[src/rtl/snow64_decode_queue_pkg.sv]
// Snow64 decode-queue types: instruction layouts, decoded record, queue entry.
// decode() turns one raw 32-bit word into the decoded record.
package snow64_decode_queue_pkg;

    localparam int WIDTH_ADDR  = 64;
    localparam int WIDTH_INSTR = 32;

    typedef enum logic [2:0] {
        GRP_IOG0 = 3'd0,
        GRP_IOG1 = 3'd1,
        GRP_IOG2 = 3'd2,
        GRP_IOG3 = 3'd3
    } group_t;

    typedef enum logic [3:0] {
        OP0_ADD  = 4'd0,
        OP0_SUB  = 4'd1,
        OP0_BAD0 = 4'd14,
        OP0_BAD1 = 4'd15
    } oper_iog0_t;

    typedef enum logic [3:0] {
        OP1_BTRU = 4'd0,
        OP1_BFAL = 4'd1,
        OP1_JMP  = 4'd2
    } oper_iog1_t;

    typedef enum logic [3:0] {
        OP2_LDF16 = 4'd8
    } oper_iog2_t;

    typedef enum logic [3:0] {
        OP3_STF16 = 4'd8
    } oper_iog3_t;

    typedef struct packed {
        logic [2:0]  group;
        logic        op_type;
        logic [3:0]  ra;
        logic [3:0]  rb;
        logic [3:0]  rc;
        logic [3:0]  oper;
        logic [11:0] simm12;
    } iog0_instr_t;

    typedef struct packed {
        logic [2:0]  group;
        logic        op_type;
        logic [3:0]  ra;
        logic [3:0]  oper;
        logic [19:0] simm20;
    } iog1_instr_t;

    typedef iog0_instr_t iog2_instr_t;
    typedef iog0_instr_t iog3_instr_t;

    typedef struct packed {
        logic [2:0]            group;
        logic [3:0]            oper;
        logic                  op_type;
        logic [3:0]            ra;
        logic [3:0]            rb;
        logic [3:0]            rc;
        logic                  nop;
        logic [WIDTH_ADDR-1:0] signext_imm;
    } instr_decoder_out_t;

    typedef struct packed {
        instr_decoder_out_t    dec;
        logic [WIDTH_ADDR-1:0] pc;
    } queue_entry_t;

    function automatic instr_decoder_out_t decode(
        input logic [WIDTH_INSTR-1:0] word
    );
        iog0_instr_t        i0;
        iog1_instr_t        i1;
        instr_decoder_out_t d;
        logic [WIDTH_ADDR-1:0] imm12;
        logic [WIDTH_ADDR-1:0] imm20;
        i0    = word;
        i1    = word;
        imm12 = {{(WIDTH_ADDR-12){i0.simm12[11]}}, i0.simm12};
        imm20 = {{(WIDTH_ADDR-20){i1.simm20[19]}}, i1.simm20};
        d         = '0;
        d.group   = i0.group;
        d.op_type = i0.op_type;
        d.ra      = i0.ra;
        d.rb      = i0.rb;
        d.rc      = i0.rc;
        d.nop     = 1'b1;
        unique case (1'b1)
            (i0.group == GRP_IOG0): begin
                d.oper        = i0.oper;
                d.nop         = (i0.oper == OP0_BAD0)
                             || (i0.oper == OP0_BAD1);
                d.signext_imm = imm12;
            end
            (i0.group == GRP_IOG1): begin
                d.oper        = i1.oper;
                d.nop         = !((i1.oper == OP1_BTRU)
                             || (i1.oper == OP1_BFAL)
                             || (i1.oper == OP1_JMP));
                d.signext_imm = imm20;
            end
            (i0.group == GRP_IOG2): begin
                d.oper        = i0.oper;
                d.nop         = i0.oper[3] && (i0.oper != OP2_LDF16);
                d.signext_imm = imm12;
            end
            (i0.group == GRP_IOG3): begin
                d.oper        = i0.oper;
                d.nop         = i0.oper[3] && (i0.oper != OP3_STF16);
                d.signext_imm = imm12;
            end
            default: begin
                d.oper        = '0;
                d.nop         = 1'b1;
                d.signext_imm = '0;
            end
        endcase
        return d;
    endfunction

endpackage

[src/rtl/snow64_decode_queue_if.sv]
// Fetch-side and consumer-side handshake bundle of the decode queue.
// master drives fetch/consumer inputs; slave is the queue itself.
import snow64_decode_queue_pkg::*;

interface snow64_decode_queue_if #(
    parameter int DEPTH    = 4,
    parameter int WIDTH_PC = 64
) ();
    logic                         in_valid;
    logic                         in_ready;
    logic [WIDTH_INSTR-1:0]       in_instr;
    logic [WIDTH_PC-1:0]          in_pc;
    logic                         flush;
    logic                         out_valid;
    logic                         out_ready;
    instr_decoder_out_t           out;
    logic [WIDTH_PC-1:0]          out_pc;
    logic [$clog2(DEPTH+1)-1:0]   count;

    modport master (
        output in_valid, in_instr, in_pc, flush, out_ready,
        input  in_ready, out_valid, out, out_pc, count
    );

    modport slave (
        input  in_valid, in_instr, in_pc, flush, out_ready,
        output in_ready, out_valid, out, out_pc, count
    );
endinterface

[src/rtl/snow64_decode_queue_fifo.sv]
// Generic DEPTH-entry register FIFO with wrapping ptrs and occupancy count.
// The head slot drives rdata directly; storage clears to zero on reset.
import snow64_decode_queue_pkg::*;

module snow64_decode_queue_fifo #(
    parameter int  DEPTH = 4,
    parameter type T     = queue_entry_t,
    localparam int PW    = $clog2(DEPTH),
    localparam int CW    = $clog2(DEPTH+1)
) (
    input  logic          clk,
    input  logic          rst,
    input  logic          push,
    input  logic          pop,
    input  logic          clear,
    input  T              wdata,
    output T              rdata,
    output logic          full,
    output logic          empty,
    output logic [CW-1:0] count
);
    T              mem [DEPTH];
    logic [PW-1:0] rd_ptr;
    logic [PW-1:0] wr_ptr;
    logic          do_push;
    logic          do_pop;

    assign full    = (count == CW'(DEPTH));
    assign empty   = (count == '0);
    assign do_push = push && !full;
    assign do_pop  = pop && !empty;
    assign rdata   = mem[rd_ptr];

    always_ff @(posedge clk or posedge rst) begin
        if (rst) begin
            rd_ptr <= '0;
            wr_ptr <= '0;
            count  <= '0;
            for (int i = 0; i < DEPTH; i++) mem[i] <= '0;
        end else if (clear) begin
            rd_ptr <= '0;
            wr_ptr <= '0;
            count  <= '0;
        end else begin
            if (do_push) begin
                mem[wr_ptr] <= wdata;
                wr_ptr      <= wr_ptr + 1'b1;
            end
            if (do_pop) rd_ptr <= rd_ptr + 1'b1;
            if (do_push && !do_pop)      count <= count + 1'b1;
            else if (do_pop && !do_push) count <= count - 1'b1;
        end
    end
endmodule

[src/rtl/snow64_decode_queue.sv]
// Decode stage: decode at entry, queue decoded record + PC, drain by valid/ready.
// SNOW64_DECODE_QUEUE_NOP_SQUASH_EN drops accepted nop words instead of queueing them.
import snow64_decode_queue_pkg::*;

module snow64_decode_queue #(
    parameter int DEPTH    = 4,
    parameter int WIDTH_PC = WIDTH_ADDR
) (
    input  logic                  clk,
    input  logic                  rst,
    snow64_decode_queue_if.slave  bus
);
    instr_decoder_out_t dec;
    queue_entry_t       wr_entry;
    queue_entry_t       head;
    logic               full;
    logic               empty;
    logic               accept;
    logic               push;
    logic               pop;

    assign dec      = decode(bus.in_instr);
    assign wr_entry = '{dec: dec, pc: bus.in_pc};

    assign accept = bus.in_valid && !full && !bus.flush;
    assign pop    = !empty && bus.out_ready && !bus.flush;

`ifdef SNOW64_DECODE_QUEUE_NOP_SQUASH_EN
    assign push = accept && !dec.nop;
`else
    assign push = accept;
`endif

    snow64_decode_queue_fifo #(
        .DEPTH (DEPTH),
        .T     (queue_entry_t)
    ) u_fifo (
        .clk   (clk),
        .rst   (rst),
        .push  (push),
        .pop   (pop),
        .clear (bus.flush),
        .wdata (wr_entry),
        .rdata (head),
        .full  (full),
        .empty (empty),
        .count (bus.count)
    );

    assign bus.in_ready  = !full;
    assign bus.out_valid = !empty;
    assign bus.out       = head.dec;
    assign bus.out_pc    = head.pc;
endmodule
[src/flat_wrapper.sv]
// flat-port wrapper written by rule: the top's interface ports become plain ports
module snow64_decode_queue_flat 
#(
    parameter int DEPTH    = 4,
    parameter int WIDTH_PC = WIDTH_ADDR
)
  (clk, rst, bus_in_valid, bus_in_instr, bus_in_pc, bus_flush, bus_out_ready, bus_in_ready, bus_out_valid, bus_out, bus_out_pc, bus_count);
  snow64_decode_queue_if #(.DEPTH(DEPTH), .WIDTH_PC(WIDTH_PC)) bus_i ();
  input  logic clk;
  input  logic rst;
  input wire logic [$bits(bus_i.in_valid)-1:0] bus_in_valid;
  input wire logic [$bits(bus_i.in_instr)-1:0] bus_in_instr;
  input wire logic [$bits(bus_i.in_pc)-1:0] bus_in_pc;
  input wire logic [$bits(bus_i.flush)-1:0] bus_flush;
  input wire logic [$bits(bus_i.out_ready)-1:0] bus_out_ready;
  output wire logic [$bits(bus_i.in_ready)-1:0] bus_in_ready;
  output wire logic [$bits(bus_i.out_valid)-1:0] bus_out_valid;
  output wire logic [$bits(bus_i.out)-1:0] bus_out;
  output wire logic [$bits(bus_i.out_pc)-1:0] bus_out_pc;
  output wire logic [$bits(bus_i.count)-1:0] bus_count;
  assign bus_i.in_valid = bus_in_valid;
  assign bus_i.in_instr = bus_in_instr;
  assign bus_i.in_pc = bus_in_pc;
  assign bus_i.flush = bus_flush;
  assign bus_i.out_ready = bus_out_ready;
  assign bus_in_ready = bus_i.in_ready;
  assign bus_out_valid = bus_i.out_valid;
  assign bus_out = bus_i.out;
  assign bus_out_pc = bus_i.out_pc;
  assign bus_count = bus_i.count;
  snow64_decode_queue #(.DEPTH(DEPTH), .WIDTH_PC(WIDTH_PC)) u_core (.clk(clk), .rst(rst), .bus(bus_i));
endmodule
[config.mk]
export PLATFORM = sky130hd
export DESIGN_NAME = snow64_decode_queue_flat
export DESIGN_NICKNAME = d
export VERILOG_FILES = /design/src/rtl/snow64_decode_queue_pkg.sv /design/src/rtl/snow64_decode_queue_if.sv /design/src/rtl/snow64_decode_queue_fifo.sv /design/src/rtl/snow64_decode_queue.sv /design/src/flat_wrapper.sv
export SDC_FILE = /design/constraint.sdc
export NUM_CORES = 1
export LEC_CHECK = 0
export CORE_MARGIN = 3
export CORE_UTILIZATION = 42
export DETAILED_ROUTE_END_ITERATION = 16
export GPL_TIMING_DRIVEN = 0
export PLACE_DENSITY = 0.75
export SLEW_MARGIN = 25
export SYNTH_ARGS = -nofsm -noshare
export SYNTH_HDL_FRONTEND = slang
export SYNTH_SLANG_ARGS = --single-unit
[constraint.sdc]
create_clock -name clk -period 21.1 [get_ports clk]
set_clock_uncertainty 0.05 [all_clocks]
set_input_delay 4.22 -clock clk [delete_from_list [all_inputs] [get_ports clk]]
set_output_delay 4.22 -clock clk [all_outputs]
set_load 0.01 [all_outputs]
==> impl_metrics.toml, run 1 <==
[status]
outcome = "complete, no violations"

[detailed_routing]
drtAntennaViolNets = 0
wire_per_inst_um = 21.25
drt-total-wl_um = 44690
drc = 0
firstDrtPassIters = 4
first_iter_violations = 506
viasPerCell = 5.262
vias = 11065

[global_routing]
grt_pass1_vias = 11955
grt_pass1_wl_um = 69710
grt.overflow.total = 0
antenna_found_initial = 1
grt_max_degree = 107
track_usage = 0.1861

[yosys]
yosys.area.top_type = "dfrtp_1"
synth_xor_area_frac = 0.001814
synth_fp_nets = 1278
synth_top_flop_cell = "dfrtp_1"
async_reset_ff_frac = 1.000
yosys-mux-area-fraction = 0.3775
synthTopCellsByArea = "dfrtp_1 (55%), mux2_2 (22%), mux4_2 (12%)"
avgSynthCellArea_um2 = 16.48
ys_ff_latch = 427
synth_top_family_by_area = "multiplexers"
synth_area_um2 = 19320
ys_types = 37
synth_fa_ha_area_frac = 0.003627
synth_warnings = 0
synth_edf_count = 0
syn_inst = 1172
synth_top_area_frac = 0.5532
yosysSeqAreaShare = 0.5532
synthSimpleGateAreaFrac = 0.01399
synth_compound_area_frac = 0.009781

[floorplan]
dieHeight_um = 220.5
die_w_um = 220.5
fp-row-count = 77
core_um2 = 44800
pin_count = 255
dieArea_um2 = 48600
start_util = 0.4312

[setup_path]
cpPeakStageDelay_ns = 0.76
cp_data_required_time_ns = 16.83
arrival_ns = 3.81
startpoint_type = "flip-flop"
r2r_start = "u_core.u_fifo.count[2]"
cp_common_cell = "clkbuf_1"
r2r_end = "u_core.u_fifo.mem[2]"
rr_worst_depth = 7
path_cells = "clkbuf_1 -> clkbuf_1 -> clkbuf_1 -> mux4_2 -> clkdlybuf4s50_1"
cpMaxStageDelayCell = "clkbuf_1"
path_class = "flip-flop to primary output"
r2r_slack_ns = 18.18
crit_path_end_kind = "primary output"
crit_fanout = 10

[placement]
io_buffer_count = 253
dp_hpwl_um = 30620
place.gp.congestion = 0.7777
post_dp_cell_area_um2 = 22710
dp.cells = 2021
place_ws_ns = 13.50

[sta]
rsz0062_at_grt = "false"
finalMaxSlewViolations = 0
final-setup-viol-count = 0
worst_slew_margin_rel = 0.3723
clock.fmax_ghz = 0.1238
fin_crit_ns = 8.077
worst_pin_slew_ns = 0.9416
finalCritPeriodShare = 0.3828
tns_ns = 0
hold_viol_final = 0
setup_slack_ns = 13.02

[clocking]
cts.path.max_buffers = 3
post_cts_buffers = 0
cts_tree = "yes"
insertion_delay_ns = 0.56
h-tree-depth = 2
hold_buffers = 0
numCtsBuffers = 45
clkSinkCount = 427
clk_pin_slew_ns = 0.06
cts-resized-gates = 0
clockRootBuffer = "clkbuf_16"

[finish]
design_area_um2 = 24190
fin_cells = 2103
syn_to_final_growth_pct = 25.25
drive_above_1_share = 0.4629
finish.net_count = 1582

[power]
leakage_nw = 10.57
power_density_nw_per_um2 = 140.7
peakVddDrop_v = 0.00006934
power.total_mw = 3.403

[worst_hold_path]
hp-class = "flip-flop to flip-flop"
hold_end = "u_core.u_fifo.mem[433]"
hold_depth = 1
hp-start = "u_core.u_fifo.mem[433]"

[job]
drv_cap = 0
logic make-up (layout without fill, tap and decap cells):
kind of cell | after synthesis | after routing
AO/OA/AOI/OAI | 31 | 31
XOR/XNOR | 4 | 4
adder cells (fa/ha/maj) | 5 | 5
buffers and inverters | 125 | 461
flip-flops | 427 | 427
multiplexers | 526 | 526
other | 0 | 3
AND/OR/NAND/NOR | 54 | 54
worst max-delay path, delay by kind of cell (launching register included):
family   cells  cell delay (ns)
mux          1             0.42
flops        1             0.32
buf+inv      4             2.49
cells in the mapped netlist (2+ instances only):
library cell,number
a21oi_1,15
buf_1,9
buf_2,25
buf_4,59
buf_6,7
clkbuf_1,20
dfrtp_1,427
ha_1,4
inv_1,5
mux2_2,370
mux2_4,50
mux4_2,105
nand2_1,24
nand2b_1,2
nand3_1,3
nor2_1,5
nor2b_1,15
o21ai_0,5
o32ai_1,2
xor2_1,3
per-layer routing:
layer	share of wire	track usage
met2	0.48	0.3047
met1	0.43	0.2498
met4	0.019	0.04915
met3	0.068	0.04683
met5	0	0
cell type report:
class | count | area [um^2]
antenna | 3 | 7.507
buffer | 120 | 758.2
clock buffer | 61 | 1287
clock inverter | 18 | 188.9
fill | 3641 | 20610
inverter | 5 | 26.28
multi-input combinational | 620 | 7856
sequential | 427 | 10690
tap | 592 | 740.7
timing repair buffer | 257 | 2643
state kept, by name (all words and copies together) (netlist names):
name                  count
u_core.u_fifo.mem       420
u_core.u_fifo.count       3
u_core.u_fifo.rd_ptr      2
u_core.u_fifo.wr_ptr      2
cell usage in the layout (no fill, tap or decap), types with 8 or more instances in the layout:
master / count
clkinv_2: 10
nor2b_1: 15
nand2_1: 24
mux2_2: 370
mux4_2: 105
clkbuf_1: 27
a21oi_1: 15
clkdlybuf4s50_1: 253
clkbuf_16: 46
clkbuf_8: 8
mux2_4: 50
buf_2: 25
buf_4: 59
dfrtp_1: 427
power by group:
group          leakage, nW  total (mW)  switching [mW]  internal (mW)
registers             5.44        1.32           0.164           1.15
clock network        0.730       0.789           0.324          0.465
logic                 4.40        1.30           0.463          0.834
how the worst max path moves through the flow:
stage,from,endpoint,cells after the start
global route,u_core.u_fifo.rd_ptr[1],bus_out[50],5
CTS,u_core.u_fifo.rd_ptr[1],bus_out[17],5
global placement,rst,u_core.u_fifo.mem[157],2
floorplan,rst,u_core.u_fifo.count[0],1
finish,u_core.u_fifo.rd_ptr[1],bus_out[17],5
detailed placement,u_core.u_fifo.rd_ptr[1],bus_out[17],5
through the flow:
stage          utilization  hold slack [ns]
2_1_floorplan            -           0.4238
3_3_place_gp        0.5042           0.4309
3_5_place_dp        0.5069           0.4382
4_1_cts             0.5398           0.4509
5_1_grt             0.5399           0.4550
6_report            0.5400           0.4485
No activity file was read; power rests on OpenSTA's default activity.
==> inputs of run 2 (changes only) <==
- clock period: 21.1 -> 8.09 ns (I/O delays scaled with it)
==> run 2 against run 1 <==
Against the previous run:
- hold slack barely moved
- non-clock buffer count rose by 10
- clock-buffer cell count rose by 7
- global-route usage rose by 0.44 points
- cell count rose by 0.38%
- core utilization rose by 0.36 points
- critical path depth did not move
==> impl_metrics.toml, run 2 (synthesized netlist as in run 1, its figures left out) <==
[placement]
dp_hpwl_um = 31540
place_ws_ns = 3.082
io_buffer_count = 253
place.gp.congestion = 0.7614
dp.cells = 2031

[sta]
worst_pin_slew_ns = 0.9352
rsz0062_at_grt = "false"
hold_viol_final = 0
clock.fmax_ghz = 0.1830
finalMaxSlewViolations = 0
worst_slew_margin_rel = 0.3766
tns_ns = 0
final-setup-viol-count = 0
setup_slack_ns = 2.624
fin_crit_ns = 5.466
finalCritPeriodShare = 0.6756

[clocking]
post_cts_buffers = 0
clkSinkCount = 427
hold_buffers = 0
clk_pin_slew_ns = 0.06
insertion_delay_ns = 0.56
cts_tree = "yes"
h-tree-depth = 2
cts.path.max_buffers = 3
cts-resized-gates = 0
numCtsBuffers = 47
clockRootBuffer = "clkbuf_16"

[global_routing]
grt_pass1_vias = 12224
track_usage = 0.1905
grt_max_degree = 46
antenna_found_initial = 2
grt_pass1_wl_um = 71380
grt.overflow.total = 0

[power]
pwr-share-clk = 0.231
switching_share = 0.2781
power_density_nw_per_um2 = 364.1
peakVddDrop_v = 0.0002356
pwr-share-comb = 0.381
p_seq_frac = 0.388
internal-power_mw = 6.400
leakage_nw = 10.63
power.switching_mw = 2.466

[setup_path]
r2r_end = "u_core.u_fifo.mem[145]"
rr_worst_depth = 7
path_class = "flip-flop to primary output"
r2r_slack_ns = 5.23
arrival_ns = 3.80
r2r_start = "u_core.u_fifo.count[2]"
cpMaxStageDelayCell = "clkbuf_1"
crit_fanout = 10
crit_path_end_kind = "primary output"
cp-endpoint = "bus_out[17]"
cp-startpoint = "u_core.u_fifo.rd_ptr[1]"
cp_data_required_time_ns = 6.42
cp_common_cell = "clkbuf_1"
startpoint_type = "flip-flop"
path_cells = "clkbuf_1 -> clkbuf_1 -> clkbuf_1 -> mux4_2 -> clkdlybuf4s50_1"
cpPeakStageDelay_ns = 0.77

[floorplan]
start_util = 0.4312
dieHeight_um = 220.5
fp-row-count = 77
die_w_um = 220.5
core_um2 = 44800
dieArea_um2 = 48600
pin_count = 255

[finish]
final_common_cell = "dfrtp_1"
drive_above_1_share = 0.4621
layout_top_registers = "u_core.u_fifo.mem (420), u_core.u_fifo.count (3)"
finish.net_count = 1594
antenna_cells = 0
regMostFlops = "u_core.u_fifo.mem"
fin_cells = 2111
n_fill_cell = 3604
syn_to_final_growth_pct = 26.08
largest_register_ff_count = 420
layout_common_cells = "dfrtp_1 (427), mux2_2 (370), clkdlybuf4s50_1 (253), mux4_2 (105), buf_4 (59)"

[status]
outcome = "complete, no violations"

[detailed_routing]
vias = 11134
drt-total-wl_um = 45110
viasPerCell = 5.274
drc = 0
wire_per_inst_um = 21.37
first_iter_violations = 481
drtAntennaViolNets = 0
firstDrtPassIters = 4

[job]
drv_cap = 0

[worst_hold_path]
hp-class = "flip-flop to flip-flop"
## run 2: cell types whose count changed in the layout (fill, tap and decap cells not counted)
cell        change
clkbuf_16       +2
buf_12         +13
inv_6           -1
buf_16          -3
clkbuf_1        +7
clkinvlp_4      +1
diode_2         -3
clkbuf_8        -2
bufinv_16       -1
clkinv_2        -5
inv_8           -1
clkinv_4        +1
## run 2: worst max-delay path, delay by kind of cell, from the launching register on
| family | cells | cell delay [ns] |
|---|---|---|
| buf+inv | 4 | 2.55 |
| mux | 1 | 0.36 |
| flops | 1 | 0.32 |
## run 2: area by class of cell
cell class	instances	area (um^2)	area share
Buffer	120	758.2	0.03113
Timing Repair Buffer	267	2820	0.1158
Inverter	5	22.52	0.0009248
Multi-Input combinational cell	620	7856	0.3226
Clock inverter	12	133.9	0.005497
Sequential cell	427	10690	0.4388
Tap cell	592	740.7	0.03042
Clock buffer	68	1336	0.05487
## run 2: worst min-delay path by stage
| stage | startpoint | end | slack, ns | cells after the start |
|---|---|---|---|---|
| after floorplan | u_core.u_fifo.mem[298] | u_core.u_fifo.mem[298] | 0.42 | 1 |
| after global placement | u_core.u_fifo.mem[63] | u_core.u_fifo.mem[63] | 0.43 | 1 |
| after detailed placement | u_core.u_fifo.mem[60] | u_core.u_fifo.mem[60] | 0.44 | 1 |
| after CTS | u_core.u_fifo.mem[60] | u_core.u_fifo.mem[60] | 0.45 | 1 |
| after global routing | u_core.u_fifo.mem[144] | u_core.u_fifo.mem[144] | 0.46 | 1 |
| final | u_core.u_fifo.mem[132] | u_core.u_fifo.mem[132] | 0.45 | 1 |
## run 2: power groups by stage
stage | registers, mW | clock network (mW) | logic [mW]
after global placement | 3.41 | 0 | 3.34
after detailed placement | 3.46 | 0 | 3.43
after CTS | 3.44 | 2.11 | 3.45
after global routing | 3.54 | 2.20 | 3.64
final | 3.44 | 2.05 | 3.38
after floorplan | 3.32 | 0 | 2.11
## run 2: metal layers
layer | share of wire | GRT usage | vias to the layer above
li1 | - | - | 4924
met1 | 0.43 | 0.2566 | 5866
met2 | 0.48 | 0.3128 | 279
met3 | 0.064 | 0.04477 | 63
met4 | 0.017 | 0.05151 | 2
met5 | 0.00029 | 0 | -
## run 2: stage by stage
step	power, mW	hold slack [ns]	area [um^2]	util
after detailed placement	6.894	0.4386	22880	0.5107
after global routing	9.387	0.4576	24350	0.5436
after floorplan	5.425	0.4238	19320	-
after global placement	6.756	0.4310	22590	0.5043
after CTS	8.996	0.4510	24350	0.5436
final	8.867	0.4482	24350	0.5436
==> inputs of run 3 (changes only) <==
- clock period: 8.09 -> 5.32 ns (I/O delays scaled with it)
==> results of run 3 <==
Same layout as run 2 (identical final DEF). Status: complete, no violations.
Main changes from that run: setup slack after placement 3.082 ns -> 0.8658 ns; setup slack after layout 2.624 ns -> 0.4082 ns; register-to-register setup slack 5.23 ns -> 2.46 ns; total power 8.867 mW -> 13.48 mW; worst IR drop on VDD 0.0002356 V -> 0.0003583 V
==> RTL change 1: new RTL, flow settings as in run 3 <==
Add a define of `SNOW64_DECODE_QUEUE_NOP_SQUASH_EN`.
--- a/src/rtl/snow64_decode_queue.sv
+++ b/src/rtl/snow64_decode_queue.sv
@@ -1,5 +1,7 @@
 // Decode stage: decode at entry, queue decoded record + PC, drain by valid/ready.
 // SNOW64_DECODE_QUEUE_NOP_SQUASH_EN drops accepted nop words instead of queueing them.
+`define SNOW64_DECODE_QUEUE_NOP_SQUASH_EN
+
 import snow64_decode_queue_pkg::*;
 
 module snow64_decode_queue #(
Formal check against the unedited RTL: not equivalent (a bounded check fails within 4 cycles, from zero or initial values and one cycle with rst high).
==> RTL change 1 against run 3 <==
Power fell by 19%; routed wire length rose by 5.6%; core utilization shrank 0.26 points; sequential share of layout area shrank 1.8 points; sequential cell count stayed put; sequential power is 24% lower; final area grew 4.3%; setup slack worse by 0.073 ns; area after synthesis up 4.3%.
==> RTL change 1: results (changes against run 3) <==
{
  "antenna_found_initial": {"value": 3, "change": "was 2"},
  "reg2reg_from": {"value": "u_core.u_fifo.count[1]", "change": "was u_core.u_fifo.count[2]"},
  "seq_area_frac_synth": {"value": 53.0, "unit": "%", "change": "was 55.3%"},
  "syn_nets": {"value": 1270, "change": "was 1278"},
  "globalRouteTotalUtil": {"value": 18.9, "unit": "%", "change": "was 19.1%"},
  "netlist-cell-type-count": {"value": 41, "change": "was 37"},
  "post_synth_inst_count": {"value": 1164, "change": "was 1172"},
  "worst_hold_slack": {"value": 0.433, "unit": "ns", "change": "was 0.448 ns"},
  "drive_gt1_share": {"value": 47.2, "unit": "%", "change": "was 46.2%"},
  "crit_path_top_delay_cell": {"value": "sky130_fd_sc_hd__mux4_1", "change": "was sky130_fd_sc_hd__clkbuf_1"},
  "yosys-top-cells-area": {"value": "sky130_fd_sc_hd__dfrtp_1 53%, sky130_fd_sc_hd__mux2_4 14%, sky130_fd_sc_hd__mux2_2 12%, sky130_fd_sc_hd__mux4_2 12%, sky130_fd_sc_hd__buf_4 2.4%", "change": "was sky130_fd_sc_hd__dfrtp_1 55%, sky130_fd_sc_hd__mux2_2 22%, sky130_fd_sc_hd__mux4_2 12%, sky130_fd_sc_hd__mux2_4 3.9%, sky130_fd_sc_hd__buf_4 2.3%"},
  "outcome": {"value": "complete, no violations", "change": "unchanged"},
  "post_layout_nonfiller_instances": {"value": 2126, "change": "was 2111"},
  "vdd_drop_max": {"value": 0.253, "unit": "mV", "change": "was 0.358 mV"},
  "hold_path_end": {"value": "u_core.u_fifo.mem[277]", "change": "was u_core.u_fifo.mem[132]"},
  "global_route_wire_length_before_repair": {"value": 74400, "unit": "um", "change": "was 71400 um"},
  "post-place-cells": {"value": 2039, "change": "was 2031"},
  "design.final.nets": {"value": 1589, "change": "was 1594"},
  "hp-start": {"value": "u_core.u_fifo.mem[277]", "change": "was u_core.u_fifo.mem[132]"},
  "critical_path_peak_fanout": {"value": 22, "change": "was 10"},
  "worstSetupEndpoint": {"value": "bus_out[30]", "change": "was bus_out[17]"},
  "fin_ws": {"value": 0.335, "unit": "ns", "change": "was 0.408 ns"},
  "power_leakage": {"value": 0.0122, "unit": "uW", "change": "was 0.0106 uW"},
  "drt-vias-per-instance": {"value": 5.27, "change": "about the same"},
  "tightest_slew": {"value": 0.939, "unit": "ns", "change": "was 0.935 ns"},
  "total_cell_area_at_the_placement_stage": {"value": 23800, "unit": "sq um", "change": "was 22900 sq um"},
  "dp_worst_setup_slack": {"value": 0.783, "unit": "ns", "change": "was 0.866 ns"},
  "drt_iter0_markers": {"value": 574, "change": "was 481"},
  "synth_commonest_cells": {"value": "427 x sky130_fd_sc_hd__dfrtp_1, 220 x sky130_fd_sc_hd__mux2_2, 192 x sky130_fd_sc_hd__mux2_4, 105 x sky130_fd_sc_hd__mux4_2, 64 x sky130_fd_sc_hd__buf_4", "change": "was 427 x sky130_fd_sc_hd__dfrtp_1, 370 x sky130_fd_sc_hd__mux2_2, 105 x sky130_fd_sc_hd__mux4_2, 59 x sky130_fd_sc_hd__buf_4, 50 x sky130_fd_sc_hd__mux2_4"}
}
## RTL change 1: layout make-up
class                   instances  area share [%]
clock inverters                10           0.517
flip-flops and latches        427            42.1
repair buffers                268            11.2
inverters                       7           0.118
multi-input cells             614            33.1
well taps                     607            2.99
diodes                          3          0.0296
clock buffers                  73            5.77
plain buffers                 117            4.18
## RTL change 1: report_power, final
group	switching (uW)	leakage [uW]	total [uW]	internal (uW)
sequential	256	0.00573	3970	3720
combinational	1380	0.00564	3610	2230
clock	1310	0.000789	3340	2030
total	2950	0.0122	10900	7970
## RTL change 1: kinds of logic after synthesis
group,after synthesis,synth area share [%]
buffers and inverters,124,5.38
AO/OA/AOI/OAI,24,0.820
multiplexers,517,38.3
adder cells (fa/ha/maj),5,0.348
XOR/XNOR,3,0.130
flip-flops,427,53.0
AND/OR/NAND/NOR,64,1.95
## RTL change 1: layer usage
metal	wire [um]	vias up	global-route usage, %
met1	21100	6032	25.8
met3	2240	65	4.48
met4	789	0	4.06
met5	0	-	0
li1	-	4896	-
met2	23500	214	31.1
==> RTL change 2: new RTL, flow settings as in run 3 <==
Without the edit above. Reset style: synchronous (`rst`), changed in one clocked block.
--- a/src/rtl/snow64_decode_queue_fifo.sv
+++ b/src/rtl/snow64_decode_queue_fifo.sv
@@ -31,7 +31,7 @@
     assign do_pop  = pop && !empty;
     assign rdata   = mem[rd_ptr];
 
-    always_ff @(posedge clk or posedge rst) begin
+    always_ff @(posedge clk) begin
         if (rst) begin
             rd_ptr <= '0;
             wr_ptr <= '0;
Behaviour: differs if rst is asserted again (counterexample within 4 cycles, from zero or initial values and one cycle with rst high); with rst held inactive, the same outputs for 4 cycles.
==> RTL change 2 against run 3 <==
Core utilization is 0.58 points lower; area after synthesis is 1.4% lower; sequential share of layout area is 9.6 points higher; worst hold slack worse by 0.012 ns; critical path type unchanged; via count is 2.6% lower; sequential cell count is 2 higher; final area is 1.7% lower; critical path depth is 1 higher; routed wire length is 2.4% higher; largest cell class unchanged; fmax is 1.1% higher; setup slack better by 0.051 ns.
Power is not compared: it rests on default switching activity, and its combinational part moved more than twofold at a synthesized area within 25%.
==> RTL change 2: results (changes against run 3) <==
{
  "rrSetupSlack": {"value": 2.44, "unit": "ns", "change": "was 2.46 ns"},
  "routed_wirelength": {"value": 46200, "unit": "um", "change": "was 45100 um"},
  "drt_iter0_markers": {"value": 900, "change": "was 481"},
  "number_of_synthesized_flops_with_an_enable_pin": {"value": 420, "change": "was 0"},
  "arrival_time_worst_endpoint": {"value": 3.75, "unit": "ns", "change": "was 3.80 ns"},
  "syn_nets": {"value": 1262, "change": "was 1278"},
  "synth_top_cell_area_share": {"value": 66.2, "unit": "%", "change": "was 55.3%"},
  "outcome": {"value": "complete, no violations", "change": "unchanged"},
  "synth_adder_area_share": {"value": 0.171, "unit": "%", "change": "was 0.363%"},
  "hold_path_end": {"value": "u_core.u_fifo.rd_ptr[1]", "change": "was u_core.u_fifo.mem[132]"},
  "design.final.nets": {"value": 1571, "change": "was 1594"},
  "dp_worst_setup_slack": {"value": 0.907, "unit": "ns", "change": "was 0.866 ns"},
  "netlist-cell-type-count": {"value": 38, "change": "was 37"},
  "worstSetupEndpoint": {"value": "bus_out[49]", "change": "was bus_out[17]"},
  "totalPowerFinal": {"value": 7580, "unit": "uW"},
  "worst_hold_slack": {"value": 0.436, "unit": "ns", "change": "was 0.448 ns"},
  "total_number_of_vias": {"value": 10800, "change": "was 11100"},
  "fill_cell_instance_count_of_the_final_layout": {"value": 3678, "change": "was 3604"},
  "seq_area_frac_synth": {"value": 67.2, "unit": "%", "change": "was 55.3%"},
  "post-place-cells": {"value": 2013, "change": "was 2031"},
  "yosys-top-cells-area": {"value": "sky130_fd_sc_hd__edfxtp_1 66%, sky130_fd_sc_hd__mux4_2 12%, sky130_fd_sc_hd__and2_1 11%, sky130_fd_sc_hd__buf_4 1.8%, sky130_fd_sc_hd__buf_6 1.6%", "change": "was sky130_fd_sc_hd__dfrtp_1 55%, sky130_fd_sc_hd__mux2_2 22%, sky130_fd_sc_hd__mux4_2 12%, sky130_fd_sc_hd__mux2_4 3.9%, sky130_fd_sc_hd__buf_4 2.3%"},
  "yosys.area_share.xor_xnor": {"value": 0.0920, "unit": "%", "change": "was 0.181%"},
  "dp_hpwl": {"value": 30300, "unit": "um", "change": "was 31500 um"},
  "r2r-end": {"value": "u_core.u_fifo.mem[1][20]", "change": "was u_core.u_fifo.mem[145]"},
  "total_cell_area_at_the_placement_stage": {"value": 22600, "unit": "sq um", "change": "was 22900 sq um"},
  "first_pass_iters": {"value": 5, "change": "was 4"}
}
RTL change 2: changes by cell type after synthesis, sizes merged, moves of 9 or more:
cell    change
dfrtp     -427
edfxtp    +420
mux2      -420
and2      +319
nor3       +49
nor2       +48
nand2      -21
nand2b     +14
mux2i      +12
nor2b      -12
dfxtp       +9
RTL change 2: routing by layer:
metal	vias to the layer above	share of wire, %	track usage [%]	wire, um
met5	-	0	0	0
met4	0	2.0	5.49	919
met3	56	6.7	4.03	3080
met2	324	51	33.1	23500
met1	5559	40	25.3	18700
li1	4900	-	-	-
RTL change 2: layout make-up:
cell class              count  share of cell area, %
flip-flops and latches    429                   53.4
multi-input cells         602                   22.6
inverters                   5                 0.0784
well taps                 592                   3.09
clock inverters            28                  0.873
plain buffers             123                   3.62
clock buffers              55                   4.86
repair buffers            262                   11.4
diodes                      2                 0.0209
